File: config.mk
export PLATFORM = sky130hd
export DESIGN_NAME = multicycle_controller
export DESIGN_NICKNAME = d
export VERILOG_FILES = /design/src/rtl/multicycle_pkg.sv /design/src/rtl/multicycle_opdecode.sv /design/src/rtl/multicycle_controller.sv
export SDC_FILE = /design/constraint.sdc
export NUM_CORES = 1
export LEC_CHECK = 0
export ABC_AREA = 1
export CAP_MARGIN = 0
export CORE_ASPECT_RATIO = 1.5
export CORE_UTILIZATION = 36
export DETAILED_ROUTE_END_ITERATION = 6
export GPL_ROUTABILITY_DRIVEN = 0
export PLACE_DENSITY_LB_ADDON = 0.05
export SLEW_MARGIN = 10
export SYNTH_ARGS = -nofsm -noshare
export SYNTH_HDL_FRONTEND = slang
export SYNTH_SLANG_ARGS = --single-unit
export TNS_END_PERCENT = 10
File: constraint.sdc
create_clock -name CLK -period 2.5 [get_ports CLK]
set_clock_uncertainty 0.05 [all_clocks]
set_input_delay 0.375 -clock CLK [delete_from_list [all_inputs] [get_ports CLK]]
set_output_delay 0.375 -clock CLK [all_outputs]
set_load 0.005 [all_outputs]
File: src/rtl/multicycle_pkg.sv
// Shared types and encodings for the multicycle controller: FSM states,
// instruction classes, opcode values and datapath select codes.
package multicycle_pkg;

  localparam int unsigned OPCODE_W = 6;

  typedef enum logic [3:0] {
    S_IDLE, S_FETCH, S_DECODE, S_MEM_ADDR, S_MEM_READ, S_MEM_WB, S_MEM_WRITE,
    S_EXEC_R, S_R_WB, S_EXEC_I, S_I_WB, S_BRANCH, S_JUMP, S_TRAP
  } state_e;

  typedef enum logic [3:0] {
    CLS_RTYPE, CLS_LW, CLS_SW, CLS_BEQ, CLS_BNE, CLS_JUMP,
    CLS_ADDI, CLS_ANDI, CLS_ORI, CLS_SLTI, CLS_ILLEGAL
  } instr_class_e;

  localparam logic [OPCODE_W-1:0] OP_RTYPE = 6'b000000;
  localparam logic [OPCODE_W-1:0] OP_LW    = 6'b100011;
  localparam logic [OPCODE_W-1:0] OP_SW    = 6'b101011;
  localparam logic [OPCODE_W-1:0] OP_BEQ   = 6'b000100;
  localparam logic [OPCODE_W-1:0] OP_BNE   = 6'b000101;
  localparam logic [OPCODE_W-1:0] OP_J     = 6'b000010;
  localparam logic [OPCODE_W-1:0] OP_ADDI  = 6'b001000;
  localparam logic [OPCODE_W-1:0] OP_ANDI  = 6'b001100;
  localparam logic [OPCODE_W-1:0] OP_ORI   = 6'b001101;
  localparam logic [OPCODE_W-1:0] OP_SLTI  = 6'b001010;

  localparam logic [2:0] ALU_ADD   = 3'b000;
  localparam logic [2:0] ALU_SUB   = 3'b001;
  localparam logic [2:0] ALU_FUNCT = 3'b010;
  localparam logic [2:0] ALU_AND   = 3'b011;
  localparam logic [2:0] ALU_OR    = 3'b100;
  localparam logic [2:0] ALU_SLT   = 3'b101;

  localparam logic [1:0] PC_ALU    = 2'b00;
  localparam logic [1:0] PC_ALUOUT = 2'b01;
  localparam logic [1:0] PC_JUMP   = 2'b10;

  localparam logic [1:0] SRCB_B       = 2'b00;
  localparam logic [1:0] SRCB_FOUR    = 2'b01;
  localparam logic [1:0] SRCB_IMM     = 2'b10;
  localparam logic [1:0] SRCB_IMM_SHL = 2'b11;

endpackage

File: src/rtl/multicycle_opdecode.sv
// Combinational opcode classifier: maps the IR opcode field to an
// instruction class and flags anything unsupported as illegal.
module multicycle_opdecode
  import multicycle_pkg::*;
#(
  parameter int unsigned OPWIDTH = 6
) (
  input  logic [OPWIDTH-1:0] opcode_i,
  output instr_class_e       class_o,
  output logic               legal_o
);

  // Opcode lookup; unknown encodings fall through to the illegal class
  always_comb begin
    class_o = CLS_ILLEGAL;
    case (opcode_i)
      OPWIDTH'(OP_RTYPE): class_o = CLS_RTYPE;
      OPWIDTH'(OP_LW):    class_o = CLS_LW;
      OPWIDTH'(OP_SW):    class_o = CLS_SW;
      OPWIDTH'(OP_BEQ):   class_o = CLS_BEQ;
      OPWIDTH'(OP_BNE):   class_o = CLS_BNE;
      OPWIDTH'(OP_J):     class_o = CLS_JUMP;
      OPWIDTH'(OP_ADDI):  class_o = CLS_ADDI;
      OPWIDTH'(OP_ANDI):  class_o = CLS_ANDI;
      OPWIDTH'(OP_ORI):   class_o = CLS_ORI;
      OPWIDTH'(OP_SLTI):  class_o = CLS_SLTI;
      default:            class_o = CLS_ILLEGAL;
    endcase
    legal_o = (class_o != CLS_ILLEGAL);
  end

endmodule

File: src/rtl/multicycle_controller.sv
// Multicycle MIPS-style control FSM with run/step control, sticky illegal
// opcode trap and optional performance counters (MULTICYCLE_PERF_EN).
module multicycle_controller
  import multicycle_pkg::*;
#(
  parameter int unsigned OPWIDTH    = 6,
  parameter int unsigned FUNCTWIDTH = 6,
  parameter int unsigned CNTWIDTH   = 32
) (
  input  logic                  CLK,
  input  logic                  reset,
  input  logic                  Run,
  input  logic                  StepMode,
  input  logic                  Step,
  input  logic [OPWIDTH-1:0]    Opcode,
  input  logic [FUNCTWIDTH-1:0] Funct,
  input  logic                  MemReady,
  output logic                  MemRead,
  output logic                  MemWrite,
  output logic                  IorD,
  output logic                  MemtoReg,
  output logic                  IRWrite,
  output logic                  ALUSrcA,
  output logic                  RegWrite,
  output logic                  RegDst,
  output logic                  PCWrite,
  output logic                  PCWriteCondition_0,
  output logic                  PCWriteCondition_1,
  output logic [1:0]            PCSource,
  output logic [1:0]            ALUSrcB,
  output logic [2:0]            ALUOp,
  output logic                  Halted,
  output logic                  Illegal,
  output logic [CNTWIDTH-1:0]   InstrCount,
  output logic [CNTWIDTH-1:0]   CycleCount
);

  state_e       state_q, state_d;
  logic         illegal_q;
  instr_class_e cls;
  logic         legal;
  logic         instr_end_c;
  state_e       end_next_c;

  // Funct is consumed by the external ALU control, not by the FSM
  logic unused_funct;
  assign unused_funct = ^Funct;

  multicycle_opdecode #(.OPWIDTH(OPWIDTH)) u_opdecode (
    .opcode_i (Opcode),
    .class_o  (cls),
    .legal_o  (legal)
  );

  assign end_next_c = (Run && !StepMode) ? S_FETCH : S_IDLE;
  assign Illegal    = illegal_q;

  // Next-state and Moore outputs; only FETCH IRWrite/PCWrite follow MemReady
  always_comb begin
    state_d            = state_q;
    instr_end_c        = 1'b0;
    MemRead            = 1'b0;
    MemWrite           = 1'b0;
    IorD               = 1'b0;
    MemtoReg           = 1'b0;
    IRWrite            = 1'b0;
    ALUSrcA            = 1'b0;
    RegWrite           = 1'b0;
    RegDst             = 1'b0;
    PCWrite            = 1'b0;
    PCWriteCondition_0 = 1'b0;
    PCWriteCondition_1 = 1'b0;
    PCSource           = PC_ALU;
    ALUSrcB            = SRCB_B;
    ALUOp              = ALU_ADD;
    Halted             = 1'b0;
    case (state_q)
      S_IDLE: begin
        Halted = 1'b1;
        if (Run && (!StepMode || Step)) state_d = S_FETCH;
      end
      S_FETCH: begin
        MemRead = 1'b1;
        ALUSrcB = SRCB_FOUR;
        if (MemReady) begin
          IRWrite = 1'b1;
          PCWrite = 1'b1;
          state_d = S_DECODE;
        end
      end
      S_DECODE: begin
        ALUSrcB = SRCB_IMM_SHL;
        if (!legal) begin
          state_d = S_TRAP;
        end else begin
          case (cls)
            CLS_RTYPE:        state_d = S_EXEC_R;
            CLS_LW, CLS_SW:   state_d = S_MEM_ADDR;
            CLS_BEQ, CLS_BNE: state_d = S_BRANCH;
            CLS_JUMP:         state_d = S_JUMP;
            default:          state_d = S_EXEC_I;
          endcase
        end
      end
      S_MEM_ADDR: begin
        ALUSrcA = 1'b1;
        ALUSrcB = SRCB_IMM;
        state_d = (cls == CLS_SW) ? S_MEM_WRITE : S_MEM_READ;
      end
      S_MEM_READ: begin
        IorD    = 1'b1;
        MemRead = 1'b1;
        if (MemReady) state_d = S_MEM_WB;
      end
      S_MEM_WRITE: begin
        IorD     = 1'b1;
        MemWrite = 1'b1;
        if (MemReady) begin
          instr_end_c = 1'b1;
          state_d     = end_next_c;
        end
      end
      S_MEM_WB: begin
        MemtoReg    = 1'b1;
        RegWrite    = 1'b1;
        instr_end_c = 1'b1;
        state_d     = end_next_c;
      end
      S_EXEC_R: begin
        ALUSrcA = 1'b1;
        ALUOp   = ALU_FUNCT;
        state_d = S_R_WB;
      end
      S_R_WB: begin
        RegDst      = 1'b1;
        RegWrite    = 1'b1;
        instr_end_c = 1'b1;
        state_d     = end_next_c;
      end
      S_EXEC_I: begin
        ALUSrcA = 1'b1;
        ALUSrcB = SRCB_IMM;
        case (cls)
          CLS_ANDI: ALUOp = ALU_AND;
          CLS_ORI:  ALUOp = ALU_OR;
          CLS_SLTI: ALUOp = ALU_SLT;
          default:  ALUOp = ALU_ADD;
        endcase
        state_d = S_I_WB;
      end
      S_I_WB: begin
        RegWrite    = 1'b1;
        instr_end_c = 1'b1;
        state_d     = end_next_c;
      end
      S_BRANCH: begin
        ALUSrcA            = 1'b1;
        ALUOp              = ALU_SUB;
        PCSource           = PC_ALUOUT;
        PCWriteCondition_0 = (cls == CLS_BEQ);
        PCWriteCondition_1 = (cls == CLS_BNE);
        instr_end_c        = 1'b1;
        state_d            = end_next_c;
      end
      S_JUMP: begin
        PCSource    = PC_JUMP;
        PCWrite     = 1'b1;
        instr_end_c = 1'b1;
        state_d     = end_next_c;
      end
      S_TRAP:  state_d = S_TRAP;
      default: state_d = S_IDLE;
    endcase
  end

  // State register and sticky illegal flag
  always_ff @(posedge CLK) begin
    if (!reset) begin
      state_q   <= S_IDLE;
      illegal_q <= 1'b0;
    end else begin
      state_q <= state_d;
      if (state_d == S_TRAP) illegal_q <= 1'b1;
    end
  end

`ifdef MULTICYCLE_PERF_EN
  logic [CNTWIDTH-1:0] instr_cnt_q, cycle_cnt_q;

  // Free-running wrap-around counters of retired instructions and busy cycles
  always_ff @(posedge CLK) begin
    if (!reset) begin
      instr_cnt_q <= '0;
      cycle_cnt_q <= '0;
    end else begin
      if (instr_end_c) instr_cnt_q <= instr_cnt_q + CNTWIDTH'(1);
      if (state_q != S_IDLE && state_q != S_TRAP)
        cycle_cnt_q <= cycle_cnt_q + CNTWIDTH'(1);
    end
  end

  assign InstrCount = instr_cnt_q;
  assign CycleCount = cycle_cnt_q;
`else
  logic unused_instr_end;
  assign unused_instr_end = instr_end_c;
  assign InstrCount = '0;
  assign CycleCount = '0;
`endif

endmodule

### After elaboration in Yosys (flattened, before gate mapping)

Cells that the tools add are included.
Widths: inputs -> output; s select.

| storage, ports and cells | value |
|---|---|
| register bits | 5 |
| output and inout port bits | 84 |

| cells by class | value |
|---|---|
| equal/unequal tests | 32 |
| muxes and demuxes | 27 |
| reduce and logical (&&, ||, !) cells | 15 |

Operators with widths:

| operator | number |
|---|---|
| $pmux 4 s10 | 2 |
| $eq 4x4->1 const B | 9 |
| $eq 4x3->1 const B | 7 |
| $eq 6x4->1 const B | 4 |
| $mux 4 | 5 |
| $pmux 3 s3 | 2 |
| $eq 4x2->1 const B | 4 |
| $pmux 4 s4 | 1 |
| $mux 1 | 13 |
| $eq 6x3->1 const B | 2 |
| $eq 6x6->1 const B | 2 |
| $reduce_or 2->1 | 5 |
| $eq 4x1->1 const B | 2 |
| $logic_not 4->1 | 2 |
| $eq 6x2->1 const B | 1 |
| $logic_not 6->1 | 1 |
| $pmux 2 s3 | 1 |
| $reduce_or 5->1 | 1 |
| $ne 4x4->1 const B | 1 |
| $pmux 2 s2 | 1 |
| $reduce_or 4->1 | 1 |
| $reduce_or 3->1 | 1 |
| $logic_and 1x1->1 | 2 |
| $mux 2 | 1 |
| 3 further kinds | 3 |

### Longest topological paths before layout

Gate-level depths: netlist of the first run.

| logic depth | value |
|---|---|
| word-level depth | 8 |
| depth in mapped cells | 12 |
| mapped depth without buffers | 12 |

### By module

Synthesis of the first run repeated with hierarchy kept, for this count alone.

| unflattened totals | value |
|---|---|
| cell total of the unflattened synthesis | 225 |
| area, all modules | 1291.2 um^2 |

By module, submodules not included:

| module | times used | cells each | area each (um^2) | sequential area each (um^2) |
|---|---|---|---|---|
| multicycle_controller | 1 | 180 | 1074.8 | 100.1 |
| multicycle_opdecode | 1 | 45 | 216.5 | 0.0 |

### Worst setup path after synthesis of the first run

No wires, ideal clock.

| path | value |
|---|---|
| path kind | input -> output |
| from | input Opcode[5] |
| to | output ALUOp[2] |
| arrival time | 1.213 ns |
| slack | 0.862 ns |
| cell stages on the path | 7 |
| buffers on the path | 0 |
| path through | nor2_2 nand2_1 nor2_1 nor2_1 nand3_2 inv_1 nor4_1 |

| on the way | value |
|---|---|
| longest elaborated chain between the ends | 5 |
| elaborated cells between the ends (all ways) | 16 |
| those cells by class | eq/ne: 12; mux: 3; reduce/logical: 1 |

RTL lines:

| what | line | text |
|---|---|---|
| from (decl) | multicycle_controller.sv:15 | `input logic [OPWIDTH-1:0] Opcode,` |
| $eq 6x4->1, or another cell as far along | multicycle_opdecode.sv:16 | `case (opcode_i)` |
| $pmux 4 s10 * | multicycle_opdecode.sv:16 |  |
| $eq 4x4->1 or $eq 4x3->1 (tied branches) | multicycle_controller.sv:143 | `case (cls)` |
| $pmux 3 s3 * | multicycle_controller.sv:143 |  |
| $pmux 3 s3 * | multicycle_controller.sv:77 | `case (state_q)` |
| to (decl) | multicycle_controller.sv:31 | `output logic [2:0] ALUOp,` |

Every way passes the cells marked *; elsewhere a longest branch is shown, timed or not.

### Final worst setup path of the first run

| path | value |
|---|---|
| from | input Opcode[5] |
| to | output PCWriteCondition_1 |

| on the way | value |
|---|---|
| longest elaborated chain between the ends | 4 |
| elaborated cells between the ends (all ways) | 13 |
| those cells by class | eq/ne: 10; mux: 2; reduce/logical: 1 |

RTL lines:

| what | line | text |
|---|---|---|
| $eq 6x4->1, or another cell as far along | multicycle_opdecode.sv:16 |  |
| $pmux 4 s10 * | multicycle_opdecode.sv:16 |  |
| $eq 4x3->1 * | multicycle_controller.sv:161 | `PCWriteCondition_1 = (cls == CLS_BNE);` |
| $mux 1 * | multicycle_controller.sv:77 |  |
| to (decl) | multicycle_controller.sv:28 | `output logic PCWriteCondition_1,` |

Marked as above.

==> results by stage, run 1 <==
Status:
- The run finished with clean final reports.

Placed design:
- The total cell area at the placement stage is 1474 sq um.
- The final HPWL from detailed placement is 2328 um.
- The cell total after placement is 287.
- Port buffering added 31 buffers.

Detailed routing:
- For this block, the initial DRC count from the detailed router was 11.
- The number of search-and-repair iterations in the first detailed-routing pass is 4.
- The highest metal layer carrying signal wires in the routed design is met4.
- The count of nets left with antenna violations after detail routing is 0.
- The average detailed-routed wire length per instance is 8.821 um.
- After detailed routing, the met2 layer carries 1513 um of wire.
- Detailed routing inserted a total of 1,181 vias.
- After detailed routing, the number of remaining DRC violations is 0.
- The via count normalized by instance count is 4.058.
- The routed design uses 136 um of met3 wire.
- The routed length on met1 is 844 um.
- The routed design has 2567 um of wire.

Layout:
- The finished layout holds 291 standard cells, fillers aside.
- The number of antenna diodes in the final layout is 0.
- The number of nets in the layout is 270.
- After filler insertion, the fill cell instance count of the layout stands at 367.
- The area growth from synthesis to layout is 23.92%.
- In the final layout, the share of cells above drive strength 1 is 21.51%.
- After routing the design area is 1543 sq um.

Min path:
- The path class of the lowest-slack min-delay path is reg2reg.

CTS:
- No sink is reached through more buffers than the 2 on the longest clock path.
- The CTS H-tree depth is 1.
- The number of setup buffers added after CTS is 0.
- The total clock sinks is 5.
- In this run, CTS created clock tree buffers numbering 3.
- The CTS tree is built.
- The root buffer cell is clkbuf_8.
- The clock insertion delay at the later pin of the skew report is 0.22 ns.
- The clock transition at the registers of the reported paths is 0.04 ns.

Yosys:
- By area, the combinational part of the netlist is dominated by buffers and inverters.
- The portion of netlist area occupied by mux cells is 0%.
- The post-synthesis area per instance is 6.163 sq um.
- Yosys attributes the largest share of cell area to buf_4 (39%), nand2_1 (11%), dfxtp_1 (8.0%), nor2_1 (6.3%), inv_1 (5.4%).
- The complex-gate fraction of the synthesized area is 6.030%.
- The netlist area before placement is 1245 sq um.
- The area fraction in and, or, nand and nor cells after synthesis is 39.80%.
- After synthesis, the largest area contributor takes up 38.59% of total cell area.
- Of the total synthesized cell area, the portion taken by full adders, half adders and majority gates is 0%.
- The sequential-to-total area share from yosys stat is 8.040%.
- Yosys mapped the design onto 23 distinct sky130hd cell types.
- After Yosys synthesis, XOR and XNOR cells account for 0% of the synthesized area.
- In this run, synthesis produced a sequential element count of 5.
- The total number of yosys warnings is 0.
- Synthesis handed over a netlist of 202 instances.
- The biggest area contributor in the post-synthesis netlist is buf_4.

Power and ir drop:
- In this run, the combinational gates consume 45.7% of the power.
- The share of total power dissipated in the clock network is 33.7%.
- The analysis attributes to cell leakage a power of 0.0008702 uW.
- For this design the ratio of total power to cell area is 284.8 nW/um^2.
- The total internal power is 281.4 uW.
- The worst supply voltage drop on vdd is 0.1774 mV.
- In this run the power spent charging and discharging nets is 158.0 uW.
- The register share of total power is 20.6%.
- The fraction of power spent switching nets is 35.96%.

Timing:
- Setup repair after global routing could not meet its margin everywhere.
- The final-report hold violation count is 0.
- The time the final worst path needs with I/O delays and setup is 2.383 ns.
- The number of max-slew violations in the final report is 0.
- The worst path uses 95.34% of the clock period.
- Static timing analysis puts the maximum clock frequency at 0.4196 GHz.
- The count of endpoints failing setup in the final report is 0.

Setup path:
- The start-to-end type of the worst setup path is in2out.
- STA classifies the critical path startpoint as an input port.
- The data required time at the worst endpoint is 2.08 ns.
- The critical path capture point type is an output pin.
- For flop-to-flop paths, the worst setup slack is 0.94 ns.
- The worst-path maximum fanout is 8.
- The data arrival time at the worst-slack endpoint is 1.96 ns.

Floorplan:
- The top-level I/O count is 102.
- After floorplanning, the core was sized to cover 3222 sq um.
- The floorplan has 25 rows.
- The die covers 3702 sq um.
- The overall die height is 74.03 um.
- The starting utilization of the core area is 38.64%.
- The width of the die is 50.02 um.

GRT:
- The overall fraction of global-route tracks in use is 14.07%.
- The maximum number of pins on one net before global-route repair is 9.
- The number of global-route vias before repair was 978.
- Global routing finished with a remaining overflow of 0.
- The first global-routing pass estimated 3995 um of wire.
- The number of antenna violations at the first check in global routing was 0.

Run:
- Across the run, the number of max-cap violations was 0.
==> cell type report <==
class	instances	area, sq um	share of cell area [%]
inverters	24	90.09	5.839
repair buffers	46	427.9	27.74
flip-flops and latches	5	100.1	6.488
well taps	40	50.05	3.244
clock buffers	4	45.04	2.920
multi-input cells	172	829.5	53.77
==> cell families after synthesis <==
family          count (synthesis)
other cells                     1
buf+inv                        88
simple gates                   96
flops                           5
compound gates                 12
==> path summary, 6_finish.rpt <==
kind / to / cells past startpoint / from
setup / recovery: PCWriteCondition_1 / 9 / Opcode[5]
hold / removal: Illegal / 2 / Illegal
setup reg to reg: Illegal / 12 / state_q[3]
hold reg to reg: Illegal / 2 / Illegal
==> what timing repair did <==
item	CTS	global route
endpoints found under the setup margin	4	3
gates resized for setup	9	6
hold buffers	0	0
pin swaps	0	2
==> power by group through the flow <==
stage               registers [uW]  clock network, uW  logic, uW
floorplan                     92.9                  0        181
global placement              92.0                  0        201
detailed placement            91.8                  0        200
CTS                           90.6                154        201
global route                  91.0                158        226
finish                        90.6                148        201
==> metal layers <==
layer	GRT usage (%)	vias to the layer above
li1	-	603
met1	12.03	509
met2	30.67	63
met3	1.227	6
met4	6.984	0
met5	0	-
==> synth_stat cells, drive strengths merged <==
master  instances
nor2           32
inv            24
buf            64
o22ai           2
conb            1
a31oi           1
nand4           3
nor3b           1
a21oi           5
nor4            2
dfxtp           5
o21ai           4
nor3            1
nand2          39
nand3          18
==> critical path: stages <==
cell and delay [ns]:
clkdlybuf4s50_1 0.43, nor2_2 0.10, buf_6 0.14, nand2_1 0.07, nor2_2 0.12, buf_4 0.12
inv_1 0.04, nor2_1 0.07, clkdlybuf4s50_1 0.50
==> placed cells by master (no fill, tap or decap) <==
cell type / n
nor2_1: 16
dfxtp_1: 5
buf_6: 1
o21ai_1: 1
o21ai_0: 3
nand2_2: 3
nand4_1: 3
nor4_2: 1
nor3b_2: 1
clkbuf_1: 1
nor4_4: 1
dlymetal6s2s_1: 3
nand3_2: 6
a21oi_1: 4
a21oi_4: 1
nand2_1: 36
o22ai_1: 2
a31oi_1: 1
nor3_2: 1
nor2_4: 1
inv_1: 18
conb_1: 64
nand3_1: 12
clkdlybuf4s50_1: 23
buf_4: 14
inv_2: 6
dlygate4sd2_1: 5
nor2_2: 15
clkbuf_8: 3
==> through the flow <==
stage / total power [uW] / util [%] / hold WS [ns] / worst slack (ns) / TNS, ns
floorplan: 274.2 / - / 0.3888 / 0.8615 / 0
global placement: 292.7 / 45.75 / 0.3871 / -0.2530 / -0.4339
detailed placement: 291.4 / 45.75 / 0.3932 / -0.2493 / -0.3934
CTS: 444.7 / 47.42 / 0.3981 / 0.04759 / 0
global route: 475.1 / 47.88 / 0.4278 / -0.005693 / -0.005693
finish: 439.4 / 47.88 / 0.3942 / 0.1166 / 0
==> flip-flops by register name, indices dropped and copies added, names as in the netlist <==
signal and cells:
Illegal 1, state_q 4
No activity file was read; power rests on OpenSTA's default activity.
==> run 2, diff against run 1 <==
ABC_CLOCK_PERIOD_IN_PS = 2500   (was unset)
==> results of run 2 <==
The final DEF is identical to that of run 1; final timing and power are the same.
==> run 3, diff against run 2 <==
GPL_ROUTABILITY_DRIVEN = unset   (was 0)
SKIP_LAST_GASP = 1   (was unset)
==> run 3 against run 2 <==
Against the previous run: global-route usage about the same; register-to-register slack about the same; worst setup slack improved by 0.058 ns; sequential share of layout area about the same; first-iteration DRC count decreased by 36%; final cell count unchanged; clock-buffer cell count unchanged; sequential power about the same; combinational power about the same; clock power about the same; total power about the same; routed wire length increased by 0.31%.
==> results by stage, run 3 (same netlist as run 1, synthesis figures left out) <==
CTS:
- The hold buffer count at cts is 0.
- The longest clock path from root to sink contains 2 buffers.
- The clock insertion delay at the later pin of the skew report is 0.22 ns.
- The clock transition at the registers of the reported paths is 0.04 ns.
- The CTS H-tree depth is 1.
- The number of setup buffers added after CTS is 0.
- The total clock sinks is 5.
- The root buffer cell is clkbuf_8.
- TritonCTS created 3 clock buffers.
- TritonCTS built the clock tree.

Layout:
- The area growth from synthesis to layout is 24.82%.
- The library cells used most frequently in the layout, excluding fill and tap cells, are conb_1 (64), nand2_1 (36), clkdlybuf4s50_1 (24).
- The number of nets in the layout is 270.
- Leaving out fill and tap cells, the most frequent cell in the layout is conb_1.
- In the final layout, the share of cells above drive strength 1 is 21.51%.
- 0 antenna diodes ended up in the layout.
- The flip-flop count of the largest register after layout is 4.
- state_q holds more flip-flops than any other register.
- Once layout is complete, the utilization of the core stands at 48.23%.

Setup path:
- The critical path goes through dlygate4sd2_1 > inv_1 > nor2_1 > nand3_2 > buf_4 > nand3_2 > nand3_1 > nor2_1 > clkdlybuf4s50_1.
- At the worst endpoint, the arrival time is 1.90 ns.
- The worst setup path is captured at an output pin.
- STA puts the critical path data required time at 2.08 ns.
- For this run, the slowest stage of the critical path takes 0.50 ns.
- The number of buffers and inverters on the critical path is 4.
- The start-to-end type of the worst setup path is in2out.
- Along the worst path, the maximum fanout reaches 6.
- The slowest stage of the critical path is the clkdlybuf4s50_1 cell.
- The worst setup path is launched from an input port.
- Among cell families on the critical path, the largest total delay comes from buffers and inverters.

Status:
- The run finished with clean final reports.

Timing:
- The number of max-slew violations in the final report is 0.
- Final hold analysis gives a worst-case slack of 0.3942 ns.
- The slack of the critical path is 0.1741 ns.
- The count of endpoints failing setup in the final report is 0.
- The maximum clock rate is 0.4299 GHz.
- The time the final worst path needs with I/O delays and setup is 2.326 ns.
- The final-report hold violation count is 0.
- The fraction of the cycle the final worst path needs is 93.03%.
- Setup repair after global routing left no endpoint under its margin.

Floorplan:
- The top-level I/O count is 102.
- The region available for standard cell placement spans 3222 sq um.
- For this configuration, the core starts out at a cell density of 38.64%.
- The width of the die is 50.02 um.
- The area enclosed by the die boundary is 3702 sq um.
- The floorplan has 25 rows.
- The floorplan step set the die height to 74.03 um.

Placed design:
- The routability congestion estimate is 0.8817.
- Buffers placed on the I/O ports in this run total 31.
- Summed over all nets, the half-perimeter wirelength after detailed placement is 2328 um.
- Before CTS, the worst setup slack after placement is -0.2493 ns.

Detailed routing:
- Once detail routing completed, the nets flagged for antenna violations numbered 0.
- The DRC violation count after routing is 0.
- The via count normalized by instance count is 4.052.
- The number of search-and-repair iterations in the first detailed-routing pass is 4.
- The final route contains 1,179 vias.
- For this block, the initial DRC count from the detailed router was 7.
- In the final routed layout, each cell accounts on average for 8.849 um.
- The total routed wirelength is 2575 um.

GRT:
- The maximum number of pins on one net before global-route repair is 9.
- In the global route stage, met3 resource usage came out at 1.227%.
- The met1 layer usage reported by global route is 12.03%.
- The first global-routing pass estimated 3981 um of wire.
- The met2 routing resource usage after global routing is 30.52%.
- The total congestion overflow is 0.
- The most used routing layer is met2.
- The number of antenna violations at the first check in global routing came to 0.
- Global routing used 14.03% of the available tracks across all layers.
- The number of global-route vias before repair is 972.

Power and ir drop:
- Summed over all cells, the static leakage comes to 0.0008686 uW.
- The worst-case IR drop observed on VDD is 0.1775 mV.
- Dividing total power by cell area gives a power density of 282.9 nW/um^2.

Min path:
- The path class of the lowest-slack min-delay path is reg2reg.

Run:
- The tool flagged a number of max-cap violations equal to 0.
## run 3: cell types whose count changed in the layout (fill, tap and decap cells not counted), sizes merged
cell,before,now
dlymetal6s2s,3,5
dlygate4sd2,5,2
clkdlybuf4s50,23,24
## run 3: final cells by class
type	instances	area (sq um)
Fill cell	357	1668
Tap cell	40	50.05
Multi-Input combinational cell	172	832.0
Sequential cell	5	100.1
Clock buffer	4	45.04
Timing Repair Buffer	46	436.7
Inverter	24	90.09
## run 3: stage by stage
stage / instances / total power [uW] / cell area (sq um) / setup TNS [ns]
floorplan: 265 / 274.2 / 1481 / 0
global placement: 287 / 292.7 / 1474 / -0.4339
detailed placement: 287 / 291.4 / 1474 / -0.3934
CTS: 291 / 444.7 / 1525 / -0.08528
global route: 291 / 475.4 / 1554 / 0
finish: 291 / 439.7 / 1554 / 0
## run 3: timing repair
item	CTS	global route
endpoints found under the setup margin	4	4
pin swaps	0	1
resized for setup	4	10
cloned	0	0
## run 3: path summary, 6_finish.rpt
path              start                  to  slack, ns  cells past startpoint
min             Illegal             Illegal       0.39                      2
max           Opcode[3]  PCWriteCondition_0       0.17                      9
max reg2reg  state_q[3]             Illegal       0.94                     12
min reg2reg     Illegal             Illegal       0.39                      2
## run 3: layer usage
layer  wire length (um)  vias to the layer above
met5                  0                        -
li1                   -                      603
met3                136                        6
met1                857                      507
met2               1507                       63
met4                 72                        0
## run 3: power breakdown
group          total, uW  switching (uW)  internal, uW  leakage [uW]
combinational        201             114          86.9      0.000805
clock                148            38.8           109     0.0000228
sequential          90.6            5.07          85.5     0.0000406
total                440             158           282      0.000869
## run 3: worst register-to-register path: stages, from the launching register on
cell and delay (ns):
dfxtp_1 0.37, buf_4 0.16, inv_2 0.04, nand2_2 0.13
nor2_2 0.07, nor2_1 0.15, nand2_1 0.10, nand3_1 0.09
nand3_1 0.10, nand2_1 0.07, nor2_1 0.04, nand2_1 0.06
nand2_1 0.04
